===== src/rtl/aexm_ibuf.sv =====
// Instruction fetch buffer: a two-entry FIFO between the instruction cache and
// the decode register, with barrel-shift stall bubbles, branch flush and IMM prefix capture.
//
// state    | meaning
// RUN      | normal decode: pop, bypass or underflow bubble
// BSF_HOLD | second bubble of a barrel-shift stall
module aexm_ibuf #(
  parameter logic [31:0] NOP = 32'h80000000
) (
  input  logic        gclk,
  input  logic        grst_n,
  input  logic [31:0] iwb_dat_i,
  input  logic        iwb_ack_i,
  output logic        iwb_rdy_o,
  input  logic        d_en,
  input  logic        fSTALL,
  input  logic        xBRANCH,
  output logic [31:0] dINST,
  output logic        dVALID,
  output logic [31:0] dSIMM
);

  typedef enum logic {RUN = 1'b0, BSF_HOLD = 1'b1} state_t;

  localparam logic [5:0] IMM_OP = 6'o54;

  state_t      r_state;
  logic [31:0] r_mem [0:1];
  logic        r_rd_ptr;
  logic        r_wr_ptr;
  logic [1:0]  r_count;
  logic [31:0] r_dinst;
  logic        r_dvalid;
  logic [15:0] r_immh;
  logic        r_immv;

  state_t      w_state_nxt;
  logic        w_rd_ptr_nxt;
  logic        w_wr_ptr_nxt;
  logic [1:0]  w_count_nxt;
  logic [31:0] w_dinst_nxt;
  logic        w_dvalid_nxt;
  logic [15:0] w_immh_nxt;
  logic        w_immv_nxt;
  logic        w_push;
  logic        w_mem_we;
  logic        w_pop;
  logic        w_is_imm;

  assign iwb_rdy_o = (r_count < 2'd2);
  assign w_push    = iwb_ack_i && iwb_rdy_o;
  assign w_is_imm  = r_dvalid && (r_dinst[31:26] == IMM_OP);

  always_comb begin
    w_state_nxt  = r_state;
    w_dinst_nxt  = r_dinst;
    w_dvalid_nxt = r_dvalid;
    w_immh_nxt   = r_immh;
    w_immv_nxt   = r_immv;
    w_mem_we     = w_push;
    w_pop        = 1'b0;

    if (d_en) begin
      // The instruction leaving dINST decides whether the prefix stays armed.
      if (r_dvalid) begin
        w_immv_nxt = w_is_imm;
        if (w_is_imm) w_immh_nxt = r_dinst[15:0];
      end
      case (r_state)
        RUN: begin
          if (fSTALL) begin
            w_state_nxt  = BSF_HOLD;
            w_dinst_nxt  = NOP;
            w_dvalid_nxt = 1'b0;
          end else if (r_count != 2'd0) begin
            w_pop        = 1'b1;
            w_dinst_nxt  = r_mem[r_rd_ptr];
            w_dvalid_nxt = 1'b1;
          end else if (w_push) begin
            w_mem_we     = 1'b0;
            w_dinst_nxt  = iwb_dat_i;
            w_dvalid_nxt = 1'b1;
          end else begin
            w_dinst_nxt  = NOP;
            w_dvalid_nxt = 1'b0;
          end
        end
        BSF_HOLD: begin
          w_state_nxt  = RUN;
          w_dinst_nxt  = NOP;
          w_dvalid_nxt = 1'b0;
        end
        default: w_state_nxt = RUN;
      endcase
    end

    w_wr_ptr_nxt = r_wr_ptr ^ w_mem_we;
    w_rd_ptr_nxt = r_rd_ptr ^ w_pop;
    w_count_nxt  = r_count + {1'b0, w_mem_we} - {1'b0, w_pop};

    // Branch flush discards everything fetched, including a word arriving now.
    if (d_en && xBRANCH) begin
      w_state_nxt  = RUN;
      w_dinst_nxt  = NOP;
      w_dvalid_nxt = 1'b0;
      w_immh_nxt   = 16'h0;
      w_immv_nxt   = 1'b0;
      w_mem_we     = 1'b0;
      w_pop        = 1'b0;
      w_wr_ptr_nxt = 1'b0;
      w_rd_ptr_nxt = 1'b0;
      w_count_nxt  = 2'd0;
    end
  end

  always_ff @(posedge gclk) begin
    if (!grst_n) begin
      r_state  <= RUN;
      r_rd_ptr <= 1'b0;
      r_wr_ptr <= 1'b0;
      r_count  <= 2'd0;
      r_dinst  <= NOP;
      r_dvalid <= 1'b0;
      r_immh   <= 16'h0;
      r_immv   <= 1'b0;
    end else begin
      r_state  <= w_state_nxt;
      r_rd_ptr <= w_rd_ptr_nxt;
      r_wr_ptr <= w_wr_ptr_nxt;
      r_count  <= w_count_nxt;
      r_dinst  <= w_dinst_nxt;
      r_dvalid <= w_dvalid_nxt;
      r_immh   <= w_immh_nxt;
      r_immv   <= w_immv_nxt;
    end
  end

  always_ff @(posedge gclk) begin
    if (grst_n && w_mem_we) r_mem[r_wr_ptr] <= iwb_dat_i;
  end

  assign dINST  = r_dinst;
  assign dVALID = r_dvalid;
  assign dSIMM  = r_immv ? {r_immh, r_dinst[15:0]} : {{16{r_dinst[15]}}, r_dinst[15:0]};

endmodule


===== config.mk =====
export PLATFORM = sky130hd
export DESIGN_NAME = aexm_ibuf
export DESIGN_NICKNAME = d
export VERILOG_FILES = /design/src/rtl/aexm_ibuf.sv
export SDC_FILE = /design/constraint.sdc
export NUM_CORES = 1
export LEC_CHECK = 0
export ABC_AREA = 0
export CORE_MARGIN = 1
export CORE_UTILIZATION = 45
export CTS_CLUSTER_DIAMETER = 50
export DETAILED_ROUTE_END_ITERATION = 8
export PLACE_DENSITY = 0.72
export SLEW_MARGIN = 20
export SYNTH_ARGS = -nofsm -noshare
export SYNTH_HDL_FRONTEND = slang
export SYNTH_SLANG_ARGS = --single-unit

===== constraint.sdc =====
create_clock -name gclk -period 5.6 [get_ports gclk]
set_input_delay 1.12 -clock gclk [delete_from_list [all_inputs] [get_ports gclk]]
set_output_delay 1.12 -clock gclk [all_outputs]
set_load 0.02 [all_outputs]

---- After elaboration in Yosys (flattened, before gate mapping) ----
Memory sizes are Yosys's and may differ from the RTL's. A register that Yosys moved wholly into a read port is not among the register bits.
Cells that the tools add are included.
operators by class
  bitwise operators ....................... 4
  eq/ne operators ......................... 1
  magnitude comparators ................... 1
  reduce and logical (&&, ||, !) cells .... 8
  multiplexer cells ....................... 23
  $add $sub $neg .......................... 2
operator list
  kind                count
  $mux 32             4
  $pmux 32 s2         1
  $mux 1              16
  $eq 6x6->1 const B  1
  $logic_and 1x1->1   4
  $pmux 1 s2          2
  $reduce_and 3->1    1
  $add 2x1->2         1
  $lt 2x2->1 const B  1
  $not 1->1           2
  $reduce_and 2->1    1
  $reduce_bool 2->1   1
  $reduce_or 2->1     1
  $sub 2x1->2         1
  $xor 1x1->1         2
word-level totals
  register bits after elaboration ......... 55
  input port bits ......................... 38
  memories kept ........................... 1
  bits in writable memories ............... 64
memories
  memory  words  width  read ports  clocked after Yosys merged registers in  wr ports  line  source
  r_mem   2      32     1           1                                        1         28    logic [31:0] r_mem [0:1];

---- Longest topological paths before layout ----
  word-level depth ........................ 10
  mapped depth ............................ 9
  mapped depth without buffers ............ 8

---- Worst setup path before layout ----
Ideal clock, no wire load.
  path kind ............................... input to register
  start point ............................. in d_en
  end point ............................... mem r_mem[1][0] (enable)
  path buffers ............................ 1
  cell stages on the path ................. 4
  setup slack ............................. 1270 ps
  data required time ...................... 5139 ps
  library setup time ...................... 461 ps
  data arrival time ....................... 3869 ps
  path through ............................ buf_6 or3b_4 o211ai_2 nor3_1
on the way
  word-level cells in the longest chain between the ends .. 5
  elaborated cells between the ends (all ways) .. 6
  those cells by class .................... 4 x mux; 2 x reduce/logical
ends and longest elaborated chain
  what                                         line     source
  start, declared                              15       input logic d_en,
  $mux 1 or $logic_and 1x1->1 (tied branches)  63, 102
  $mux 1 *                                     102      if (d_en && xBRANCH) begin
  $logic_and 1x1->1 *                          139      if (grst_n && w_mem_we) r_mem[r_wr_ptr] <= iwb_dat_i;
  $mux 1 *                                     139
  $mux 1 (not written as such) *               139
  end, declared                                28
Every way passes the cells marked *; elsewhere a longest branch is shown, timed or not.

---- Worst setup path after layout ----
  start point ............................. reg r_immv
  end point ............................... out dSIMM[26]
on the way
  word-level cells in the longest chain between the ends .. 1
ends and longest elaborated chain
  what                    line  source
  start, declared         35    logic r_immv;
  start signal, assigned  134   r_immv <= w_immv_nxt;
  $mux 32                 144   assign dSIMM = r_immv ? {r_immh, r_dinst[15:0]} : {{16{r_dinst[15]}}, r_dinst[15:0]};
  end, declared           20    output logic [31:0] dSIMM
Every way passes these cells.

==> flow_summary_export.csv <==
group,metric,value,unit
status,status,"finished, final reports clean",
yosys,synth_edf_count,64,
detailed_routing,wl_per_cell,18.4,um
floorplan,die_y,107,um
yosys,ys_async_sr_fraction,0,
timing,maxSlewHeadroom,0.306,
yosys,synthCells,427,
timing,final.setup.tns,0,ns
clock_tree,clk-insertion-delay-late,0.51,ns
yosys,synth_area_per_cell,11.7,um^2
detailed_routing,postRouteAntennaNets,0,
timing,drv_slew,0,
placement,dp_hpwl,7190,um
global_route,grt_pass1_vias,3585,
floorplan,rows,38,
worst_setup_path,crit_start,"r_immv",
detailed_routing,wirelength,12000,um
yosys,synth_ff_type,"edfxtp_1",
clock_tree,numClockSinks,119,
worst_setup_path,r2r_slack,3.43,ns
flow_run,maxCapViolations,0,
worst_setup_path,cp_data_arrival_time,2.37,ns
worst_setup_path,crit_path_end_kind,"output port",
worst_hold_path,min_path_type,"register to register",
placement,dp_cells,619,
clock_tree,postCtsHoldBufs,0,
timing,whs,0.465,ns
worst_setup_path,critical_path.cell_chain,"nand2b_1 -> nand2_1 -> clkdlybuf4s50_1",
floorplan,core-area,10800,um^2
timing,fmax,286,MHz
detailed_routing,first_pass_iters,4,
cells_and_area,fill_cells,852,
global_route,antenna_found_initial,0,
detailed_routing,viasPerCell,5.80,
clock_tree,clkTransAtPathRegs,0.06,ns
timing,finClkSkew,0.00822,ns
clock_tree,cts_max_level,4,
timing,post-route-min-period,3.49,ns
floorplan,dieArea,11500,um^2
worst_setup_path,crit_path_max_incr_delay,0.68,ns
worst_setup_path,crit_type,"register to output port",
detailed_routing,dr.first_iter.drc_count,215,
cells_and_area,area_delta_synth_final,32.2,%
cells_and_area,layout-drive-gt1-share,0.155,
clock_tree,cts_tree,"built",
yosys,synth_cell_types,38,
worst_setup_path,critical_path.endpoint,"dSIMM[26]",
detailed_routing,drc_errors,0,
worst_setup_path,r2r-start,"r_state",
worst_setup_path,slowest_stage,"dfxtp_1",
worst_hold_path,hold_path_startpoint,"r_wr_ptr",
global_route,grt_pass1_wl,18800,um
global_route,grt.overflow.total,0,
worst_setup_path,required,4.48,ns
clock_tree,clock_path_buffers,2,
placement,place_area,5960,um^2
cells_and_area,stdcell_count,651,
floorplan,io_pins,104,
placement,pre_cts_ws,1.99,ns
detailed_routing,num_vias,3775,
yosys,ys_warn_count,0,
worst_setup_path,crit_path_max_fanout,18,
cells_and_area,diodes,0,
floorplan,die_w,107,um
timing,worst_slew_pin_slew,1.04,ns
cells_and_area,fin_area,6590,um^2
worst_setup_path,worstReg2RegEnd,"r_mem[1][5]",
power,power_density,350,nW/um^2
placement,finalWeightedCongestion,0.780,
clock_tree,cts_resized,0,
yosys,seq_area_frac_synth,0.607,
timing,rsz0062_at_grt,"false",
global_route,grt_max_degree,55,
clock_tree,cts_setup_buffers,0,
clock_tree,cts_made_buffers,17,
worst_setup_path,startpoint_type,"register",
timing,final-hold-violation-count,0,
yosys,synth_area,4980,um^2
placement,io_buffers,103,
clock_tree,clock-root-buffer,"clkbuf_8",
power,peakVddDrop,223,uV
worst_setup_path,r2r_cells,4,
global_route,track_usage,0.218,
floorplan,initial_core_util,0.462,
power,report.power.total,2.31,mW
cells_and_area,nets,538,
yosys,yosys_register_bits,119,
yosys,synth_fp_nets,467,
timing,finalSetupViolCount,0,
cells_and_area,postLayoutCoreUtil,0.610,
timing,timing.final.crit_share,0.623,
timing,layout_setup_ws,2.11,ns
power,power_leakage,2.18,nW
==> per-layer routing <==
layer	routed length, um	up-vias	global-route usage
li1	-	1747	-
met1	4950	1843	0.268
met2	5970	169	0.370
met3	845	16	0.0541
met4	218	0	0.0832
met5	0	-	0
==> cell usage after synthesis, types with 2 or more instances <==
cell type / number / share of area
buf_2: 17 / 0.017
edfxtp_1: 64 / 0.39
o21ai_0: 18 / 0.018
buf_1: 4 / 0.0030
nand4_1: 31 / 0.039
mux2i_1: 2 / 0.0040
nor3_1: 2 / 0.0020
inv_1: 4 / 0.0030
buf_4: 17 / 0.026
buf_6: 2 / 0.0045
nand3_1: 16 / 0.016
a21oi_1: 51 / 0.051
dfxtp_1: 55 / 0.22
a32oi_1: 31 / 0.054
mux2_2: 31 / 0.070
nand2_1: 39 / 0.029
xnor2_1: 2 / 0.0035
clkbuf_1: 15 / 0.011
nor2_1: 6 / 0.0045
ha_1: 2 / 0.0050
==> worst max-delay path, delay by kind of cell, from the launching register on <==
kind,cells,cell delay (ns)
buffers and inverters,1,0.56
DFF,1,0.68
and+or+nand+nor,2,0.62
==> cell usage in the layout (no fill, tap or decap), types with 2 or more instances in the layout <==
cell             synthesis  final
nor2_1                   6      4
nand2_1                 39     39
buf_4                   17      5
clkinv_4                 0      2
nand4_1                 31     31
a32oi_1                 31     31
mux2i_1                  2      2
edfxtp_1                64     64
dfxtp_1                 55     54
clkbuf_16                0     20
bufinv_16                0      2
xnor2_1                  2      2
clkinv_2                 0      5
inv_1                    4      3
ha_1                     2      2
nand3_1                 16     16
a21oi_1                 51     51
clkdlybuf4s50_1          0    103
o21ai_0                 18     18
mux2_2                  31     31
==> cell type report <==
type / instances / area [um^2] / share of cell area
Clock buffer: 22 / 518 / 0.0786
Clock inverter: 10 / 109 / 0.0165
Inverter: 4 / 15.0 / 0.00228
Multi-Input combinational cell: 247 / 1660 / 0.252
Sequential cell: 119 / 3020 / 0.459
Tap cell: 140 / 175 / 0.0266
Timing Repair Buffer: 109 / 1090 / 0.165
==> where the power goes <==
group	internal [mW]	switching [mW]	leakage, nW	total (mW)
Clock	0.737	0.371	0.315	1.11
Combinational	0.0929	0.135	0.839	0.228
Sequential	0.950	0.0207	1.03	0.970
Total	1.78	0.527	2.18	2.31
==> flip-flops by register name, indices dropped and copies added (netlist names) <==
signal / count
r_wr_ptr: 1
dINST: 32
r_immv: 1
r_mem: 64
r_state: 1
r_count: 2
r_rd_ptr: 1
dVALID: 1
r_immh: 16
==> kinds of logic after synthesis <==
kind of cell / count (synthesis) / share of synthesized area
flops: 119 / 0.607
simple gates: 106 / 0.112
compound gates: 104 / 0.131
buf+inv: 61 / 0.0680
mux: 33 / 0.0741
xor+xnor: 2 / 0.00352
fa+ha+maj: 2 / 0.00502
==> how the worst min path moves through the flow <==
stage          slack, ns  cells past startpoint       end
2_1_floorplan       0.44                      2  r_wr_ptr
3_3_place_gp        0.45                      2  r_wr_ptr
3_5_place_dp        0.46                      2  r_wr_ptr
4_1_cts             0.47                      2  r_wr_ptr
5_1_grt             0.50                      2  r_wr_ptr
6_report            0.47                      2  r_wr_ptr
Note: power is estimated with default switching activity, not from simulation.
